<file path="src/rtl/vram_burst_fetch_if.sv">
// Signal bundle between vram_burst_fetch, its video fetch client and one
// read-only vram_if port: burst control, VRAM bus and output word stream.
interface vram_burst_fetch_if #(
    parameter int CNT_W = 8
);
    logic             start;
    logic [14:0]      start_addr;
    logic [CNT_W-1:0] word_count;
    logic             busy;
    logic             done;
    logic [14:0]      bus_addr;
    logic             bus_strobe;
    logic             bus_ack;
    logic [31:0]      bus_rddata;
    logic             out_valid;
    logic [31:0]      out_data;
    logic             out_ready;

    modport slave (
        input  start, start_addr, word_count, bus_ack, bus_rddata, out_ready,
        output busy, done, bus_addr, bus_strobe, out_valid, out_data
    );

    modport master (
        output start, start_addr, word_count, bus_ack, bus_rddata, out_ready,
        input  busy, done, bus_addr, bus_strobe, out_valid, out_data
    );
endinterface

</file>
<file path="src/rtl/vram_burst_fetch.sv">
// Burst reader: streams word_count consecutive VRAM words from a vram_if read
// port into a small first-word-fall-through FIFO drained by a valid/ready client.
module vram_burst_fetch #(
    parameter int DEPTH = 4,
    parameter int CNT_W = 8
) (
    input  logic              clk,
    input  logic              rst_n,
    vram_burst_fetch_if.slave bif
);
    localparam int AW = $clog2(DEPTH);
    localparam logic [AW:0]   FULL_C  = (AW + 1)'(DEPTH);
    localparam logic [AW:0]   CNT_ONE = (AW + 1)'(1);
    localparam logic [AW-1:0] PTR_ONE = AW'(1);

    typedef enum logic [1:0] {
        ST_IDLE  = 2'd0,
        ST_FETCH = 2'd1,
        ST_DRAIN = 2'd2
    } state_e;

    state_e           state_q, state_d;
    logic [14:0]      last_addr_q, last_addr_d;
    logic [CNT_W-1:0] remain_q, remain_d;
    logic [AW:0]      fcount_q, fcount_d;
    logic [AW-1:0]    rd_ptr_q, rd_ptr_d;
    logic [AW-1:0]    wr_ptr_q, wr_ptr_d;
    logic [31:0]      mem_q [DEPTH];
    logic [31:0]      mem_d [DEPTH];
    logic             strobe_q, strobe_d;
    logic             busy_q, busy_d;
    logic             done_q, done_d;

    logic             ack_s;
    logic             push_s;
    logic             pop_s;
    logic             strobe_s;
    logic [14:0]      bus_addr_s;
    logic [CNT_W-1:0] remain_left_s;
    logic [AW:0]      fcount_fill_s;

    // Bus side: an ack only counts when it answers a strobe of the previous cycle.
    always_comb begin
        ack_s         = bif.bus_ack & strobe_q;
        push_s        = ack_s & (state_q != ST_IDLE);
        pop_s         = (fcount_q != '0) & bif.out_ready;
        bus_addr_s    = last_addr_q + 15'(ack_s);
        remain_left_s = remain_q - CNT_W'(ack_s);
        fcount_fill_s = fcount_q + (AW + 1)'(ack_s);
        strobe_s      = (state_q == ST_FETCH) && (remain_left_s != '0) &&
                        (fcount_fill_s < FULL_C);
    end

    // FIFO storage, pointers and occupancy.
    always_comb begin
        mem_d    = mem_q;
        wr_ptr_d = wr_ptr_q;
        rd_ptr_d = rd_ptr_q;
        fcount_d = fcount_q;
        if (push_s) begin
            mem_d[wr_ptr_q] = bif.bus_rddata;
            wr_ptr_d        = wr_ptr_q + PTR_ONE;
        end else begin
            wr_ptr_d = wr_ptr_q;
        end
        if (pop_s) begin
            rd_ptr_d = rd_ptr_q + PTR_ONE;
        end else begin
            rd_ptr_d = rd_ptr_q;
        end
        case ({push_s, pop_s})
            2'b10:   fcount_d = fcount_q + CNT_ONE;
            2'b01:   fcount_d = fcount_q - CNT_ONE;
            default: fcount_d = fcount_q;
        endcase
    end

    // Burst sequencing: IDLE -> FETCH until every word is acked -> DRAIN until the FIFO empties.
    always_comb begin
        state_d     = state_q;
        last_addr_d = last_addr_q;
        remain_d    = remain_q;
        done_d      = 1'b0;
        case (state_q)
            ST_IDLE: begin
                if (bif.start) begin
                    if (bif.word_count != '0) begin
                        state_d     = ST_FETCH;
                        last_addr_d = bif.start_addr;
                        remain_d    = bif.word_count;
                    end else begin
                        done_d = 1'b1;
                    end
                end else begin
                    state_d = ST_IDLE;
                end
            end
            ST_FETCH: begin
                last_addr_d = bus_addr_s;
                remain_d    = remain_left_s;
                if (remain_left_s == '0) begin
                    state_d = ST_DRAIN;
                end else begin
                    state_d = ST_FETCH;
                end
            end
            ST_DRAIN: begin
                if (fcount_d == '0) begin
                    state_d = ST_IDLE;
                    done_d  = 1'b1;
                end else begin
                    state_d = ST_DRAIN;
                end
            end
            default: state_d = ST_IDLE;
        endcase
        strobe_d = strobe_s;
        busy_d   = (state_d != ST_IDLE);
    end

    // State register; reset discards any burst in flight and the FIFO contents.
    always_ff @(posedge clk or negedge rst_n) begin
        if (!rst_n) begin
            state_q     <= ST_IDLE;
            last_addr_q <= 15'd0;
            remain_q    <= '0;
            fcount_q    <= '0;
            rd_ptr_q    <= '0;
            wr_ptr_q    <= '0;
            strobe_q    <= 1'b0;
            busy_q      <= 1'b0;
            done_q      <= 1'b0;
            for (int i = 0; i < DEPTH; i++) begin
                mem_q[i] <= 32'd0;
            end
        end else begin
            state_q     <= state_d;
            last_addr_q <= last_addr_d;
            remain_q    <= remain_d;
            fcount_q    <= fcount_d;
            rd_ptr_q    <= rd_ptr_d;
            wr_ptr_q    <= wr_ptr_d;
            strobe_q    <= strobe_d;
            busy_q      <= busy_d;
            done_q      <= done_d;
            mem_q       <= mem_d;
        end
    end

    assign bif.bus_addr   = bus_addr_s;
    assign bif.bus_strobe = strobe_s;
    assign bif.busy       = busy_q;
    assign bif.done       = done_q;
    assign bif.out_valid  = (fcount_q != '0);
    assign bif.out_data   = (fcount_q != '0) ? mem_q[rd_ptr_q] : 32'd0;
endmodule

</file>
<file path="src/flat_wrapper.sv">
// flat-port wrapper written by rule: the top's interface ports become plain ports
module vram_burst_fetch_flat 
#(
    parameter int DEPTH = 4,
    parameter int CNT_W = 8
)
  (clk, rst_n, bif_start, bif_start_addr, bif_word_count, bif_bus_ack, bif_bus_rddata, bif_out_ready, bif_busy, bif_done, bif_bus_addr, bif_bus_strobe, bif_out_valid, bif_out_data);
  vram_burst_fetch_if #(.CNT_W(CNT_W)) bif_i ();
  input  logic clk;
  input  logic rst_n;
  input wire logic [$bits(bif_i.start)-1:0] bif_start;
  input wire logic [$bits(bif_i.start_addr)-1:0] bif_start_addr;
  input wire logic [$bits(bif_i.word_count)-1:0] bif_word_count;
  input wire logic [$bits(bif_i.bus_ack)-1:0] bif_bus_ack;
  input wire logic [$bits(bif_i.bus_rddata)-1:0] bif_bus_rddata;
  input wire logic [$bits(bif_i.out_ready)-1:0] bif_out_ready;
  output wire logic [$bits(bif_i.busy)-1:0] bif_busy;
  output wire logic [$bits(bif_i.done)-1:0] bif_done;
  output wire logic [$bits(bif_i.bus_addr)-1:0] bif_bus_addr;
  output wire logic [$bits(bif_i.bus_strobe)-1:0] bif_bus_strobe;
  output wire logic [$bits(bif_i.out_valid)-1:0] bif_out_valid;
  output wire logic [$bits(bif_i.out_data)-1:0] bif_out_data;
  assign bif_i.start = bif_start;
  assign bif_i.start_addr = bif_start_addr;
  assign bif_i.word_count = bif_word_count;
  assign bif_i.bus_ack = bif_bus_ack;
  assign bif_i.bus_rddata = bif_bus_rddata;
  assign bif_i.out_ready = bif_out_ready;
  assign bif_busy = bif_i.busy;
  assign bif_done = bif_i.done;
  assign bif_bus_addr = bif_i.bus_addr;
  assign bif_bus_strobe = bif_i.bus_strobe;
  assign bif_out_valid = bif_i.out_valid;
  assign bif_out_data = bif_i.out_data;
  vram_burst_fetch #(.DEPTH(DEPTH), .CNT_W(CNT_W)) u_core (.clk(clk), .rst_n(rst_n), .bif(bif_i));
endmodule
</file>
<file path="config.mk">
export PLATFORM = sky130hd
export DESIGN_NAME = vram_burst_fetch_flat
export DESIGN_NICKNAME = d
export VERILOG_FILES = /design/src/rtl/vram_burst_fetch_if.sv /design/src/rtl/vram_burst_fetch.sv /design/src/flat_wrapper.sv
export SDC_FILE = /design/constraint.sdc
export NUM_CORES = 1
export LEC_CHECK = 0
export ABC_CLOCK_PERIOD_IN_PS = 4019
export BUFFER_PORTS_ARGS = -buffer_cell sky130_fd_sc_hd__buf_4
export CAP_MARGIN = 5
export CORE_ASPECT_RATIO = 1.5
export CORE_MARGIN = 3
export CORE_UTILIZATION = 45
export CTS_BUF_LIST = sky130_fd_sc_hd__clkbuf_8
export CTS_CLUSTER_DIAMETER = 50
export DETAILED_ROUTE_END_ITERATION = 6
export GPL_TIMING_DRIVEN = 0
export PLACE_DENSITY = 0.66
export SLEW_MARGIN = 10
export SYNTH_ARGS = -nofsm -noshare
export SYNTH_HDL_FRONTEND = slang
export SYNTH_SLANG_ARGS = --single-unit
export TNS_END_PERCENT = 100
</file>
<file path="constraint.sdc">
create_clock -name clk -period 4.02 [get_ports clk]
set_clock_uncertainty 0.2 [all_clocks]
set_input_delay 0.804 -clock clk [delete_from_list [all_inputs] [get_ports clk]]
set_output_delay 0.804 -clock clk [all_outputs]
set_load 0.01 [all_outputs]
</file>
==> results.sh <==
export IMPL_slew_viol_final=0
export IMPL_max_cap_violations=0
export IMPL_dr_pass1_iters=4
export IMPL_synth_warnings=0
export IMPL_status="finished clean"
export IMPL_fin_crit_sh=0.933
export IMPL_syn_area_sq_um=8090
export IMPL_ys_ff_latch=163
export IMPL_cts_max_path_buffers=2
export IMPL_viasPerCell=5.64
export IMPL_path_clk_slew_ns=0.08
export IMPL_dp_cells=935
export IMPL_drtIter0Drc=220
export IMPL_synth_ff_type="dfrtp_1"
export IMPL_drc=0
export IMPL_setup_violations=0
export IMPL_switching_share=0.349
export IMPL_ir_drop_mv=0.338
export IMPL_antennaDiodeCount=0
export IMPL_numCtsBuffers=17
export IMPL_tritoncts="yes"
export IMPL_nFillCells=1506
export IMPL_critPathArrivalTime_ns=2.75
export IMPL_fin_cells=967
export IMPL_synth_avg_cell_area_sq_um=13.2
export IMPL_p_leak_nw=4.24
export IMPL_max_slew_margin=0.537
export IMPL_ys_seq_area_frac=0.504
export IMPL_place_congestion=0.900
export IMPL_post_synth_inst_count=611
export IMPL_p_per_area_nw_per_um2=851
export IMPL_reg2reg_depth=9
export IMPL_wire_per_inst_um=20.1
export IMPL_root_buffer="clkbuf_8"
export IMPL_synth_area_leaders="dfrtp_1 50%, mux2_2 17%, mux4_2 8.9%"
export IMPL_final_hold_viol_count=0
export IMPL_yosysTopAreaCellShare=0.504
export IMPL_clk_insertion_delay_late_ns=0.45
export IMPL_comb_power_share=0.486
export IMPL_grt_max_degree=108
export IMPL_crit_fanout=6
export IMPL_ys_types=63
export IMPL_grt_usage=0.204
export IMPL_vias=5451
export IMPL_areaGrowthSynthToFinish_pct=19.2
export IMPL_regToRegSetupSlack_ns=0.84
export IMPL_sequentialPowerShare=0.360
export IMPL_grt_pass1_wl_um=30800
export IMPL_setup_tns_ns=0
export IMPL_dp_hpwl_um=14000
export IMPL_endpoint_kind="primary output"
export IMPL_synth_async_reset_ratio=1.00
export IMPL_drive_gt1_frac=0.447
export IMPL_std_cell_rows=59
export IMPL_ios=111
export IMPL_internal_power_w=0.00534
export IMPL_p_clk_frac=0.155
export IMPL_gr_total_overflow=0
export IMPL_die_h_um=170
export IMPL_start_util=0.462
export IMPL_antenna_found_initial=0
export IMPL_multi_input_area_sq_um=3750
export IMPL_cp_required_ns=3.02
export IMPL_hp_class="input port to asynchronous set/reset pin"
export IMPL_syn_nets=679
export IMPL_tightestPinTransition_ns=0.694
export IMPL_r2r_end="u_core.bif.done"
export IMPL_core_sq_um=17500
export IMPL_h_tree_depth=4
export IMPL_die_area_sq_um=19600
export IMPL_clock_sinks=163
export IMPL_fmax_mhz=267
export IMPL_chipWidth_um=115
export IMPL_ant_nets=0
export IMPL_yosys_top_cells_count="163 x dfrtp_1, 123 x mux2_2, 37 x and2_1, 33 x nand2_1, 32 x mux4_2"
export IMPL_fin_nets=809
export IMPL_synth_top_area_cell="dfrtp_1"
export IMPL_rsz0062_at_grt="false"
export IMPL_synth_edf_count=0
export IMPL_path_class="input port to primary output"
export IMPL_start_kind="input port"
export IMPL_grt_pass1_vias=6111
export IMPL_synth_most_common_cell="dfrtp_1"
export IMPL_p_sw_w=0.00287
export IMPL_io_buffers=110
export IMPL_routed_wl_um=19400
export IMPL_fin_crit_ns=3.75
export IMPL_seq_area_sq_um=4080
export IMPL_r2r_start="u_core.fcount_q[1]"
[critical path, cell delays in order]
cell and delay, ns:
buf_4 0.11, nand2_2 0.14, nor2_1 0.19, ha_1 0.26, inv_1 0.10, a2111oi_1 0.39, o211ai_1 0.21, a211oi_1 0.34
buf_4 0.19
[cells by family after synthesis]
kind of cell	after synthesis	synth area share
muxes	164	0.273
DFF	163	0.504
and+or+nand+nor	143	0.0986
AOI/OAI and AO/OA	58	0.0565
buffers and inverters	54	0.0319
xor gates and xnor gates	21	0.0227
adders and majority gates	8	0.0133
[worst max-delay path by stage]
| stage | startpoint | cells past startpoint | endpoint | slack [ns] |
|---|---|---|---|---|
| after floorplan | bif_bus_ack | 7 | bif_bus_strobe | 0.79 |
| after CTS | u_core.strobe_q | 8 | bif_bus_strobe | 0.21 |
| after global routing | u_core.strobe_q | 8 | bif_bus_strobe | 0.02 |
| after global placement | bif_bus_ack | 9 | bif_bus_strobe | 0.32 |
| after detailed placement | bif_bus_ack | 9 | bif_bus_strobe | 0.24 |
| final | bif_bus_ack | 9 | bif_bus_strobe | 0.27 |
[flip-flops by register name, summed over array words and instances (netlist names)]
| name | flops |
|---|---|
| u_core.state_q | 2 |
| u_core.mem_q | 128 |
| u_core.bif.done | 1 |
| u_core.bif.busy | 1 |
| u_core.remain_q | 8 |
| u_core.wr_ptr_q | 2 |
| u_core.last_addr_q | 15 |
| u_core.rd_ptr_q | 2 |
| u_core.strobe_q | 1 |
| u_core.fcount_q | 3 |
[layer usage]
metal / vias to the layer above / routed length [um] / global-route usage
met5: - / 0 / 0
met4: 0 / 535 / 0.0904
met3: 34 / 757 / 0.0448
met2: 141 / 10800 / 0.375
met1: 2791 / 7270 / 0.221
li1: 2485 / - / -
[per-stage QoR]
stage               instance area [sq um]  utilization  setup WS [ns]  total power [W]  hold slack [ns]
finish                               9640        0.551          0.270          0.00820           0.0712
global route                         9640        0.551         0.0157          0.00876           0.0563
CTS                                  9640        0.551          0.210          0.00830           0.0566
detailed placement                   9210        0.527          0.239          0.00702            0.280
global placement                     9180        0.525          0.316          0.00680            0.268
floorplan                            8090            -          0.790          0.00552            0.259
[power groups by stage]
| stage | Clock [W] | Sequential (W) | Combinational [W] |
|---|---|---|---|
| finish | 0.00127 | 0.00295 | 0.00398 |
| global route | 0.00137 | 0.00304 | 0.00435 |
| CTS | 0.00130 | 0.00295 | 0.00405 |
| detailed placement | 0 | 0.00298 | 0.00404 |
| global placement | 0 | 0.00288 | 0.00392 |
| floorplan | 0 | 0.00280 | 0.00272 |
[timing repair]
action                                  4_1_cts  5_1_grt
hold buffers                                  0        0
resized for setup                             0        1
endpoints found under the setup margin        0        1
setup buffers                                 0        0
[placed cells by master (no fill, tap or decap), types with 3 or more instances in the layout]
cell type,n
a221o_1,5
inv_1,20
mux2_2,123
nand4_1,3
o21ai_0,6
mux2_1,6
o221a_2,4
nand3_1,11
nor3_1,9
a32o_1,5
clkbuf_8,19
mux2i_1,3
clkinvlp_4,3
a31oi_1,3
ha_1,7
and3_1,5
a21oi_1,9
a21o_1,3
buf_4,111
nor2_1,20
mux4_2,32
o32ai_1,3
buf_2,18
clkbuf_1,12
xnor2_1,16
inv_6,3
xor2_1,5
and2_1,37
dfrtp_1,163
nand2_1,33
bufinv_16,3
[cell type report]
type	count	area share
flip-flops and latches	163	0.423
multi-input cells	394	0.389
repair buffers	111	0.0893
well taps	213	0.0277
clock buffers	18	0.0257
plain buffers	35	0.0193
clock inverters	14	0.0183
inverters	19	0.00740
Note: power is estimated with default switching activity, not from simulation.
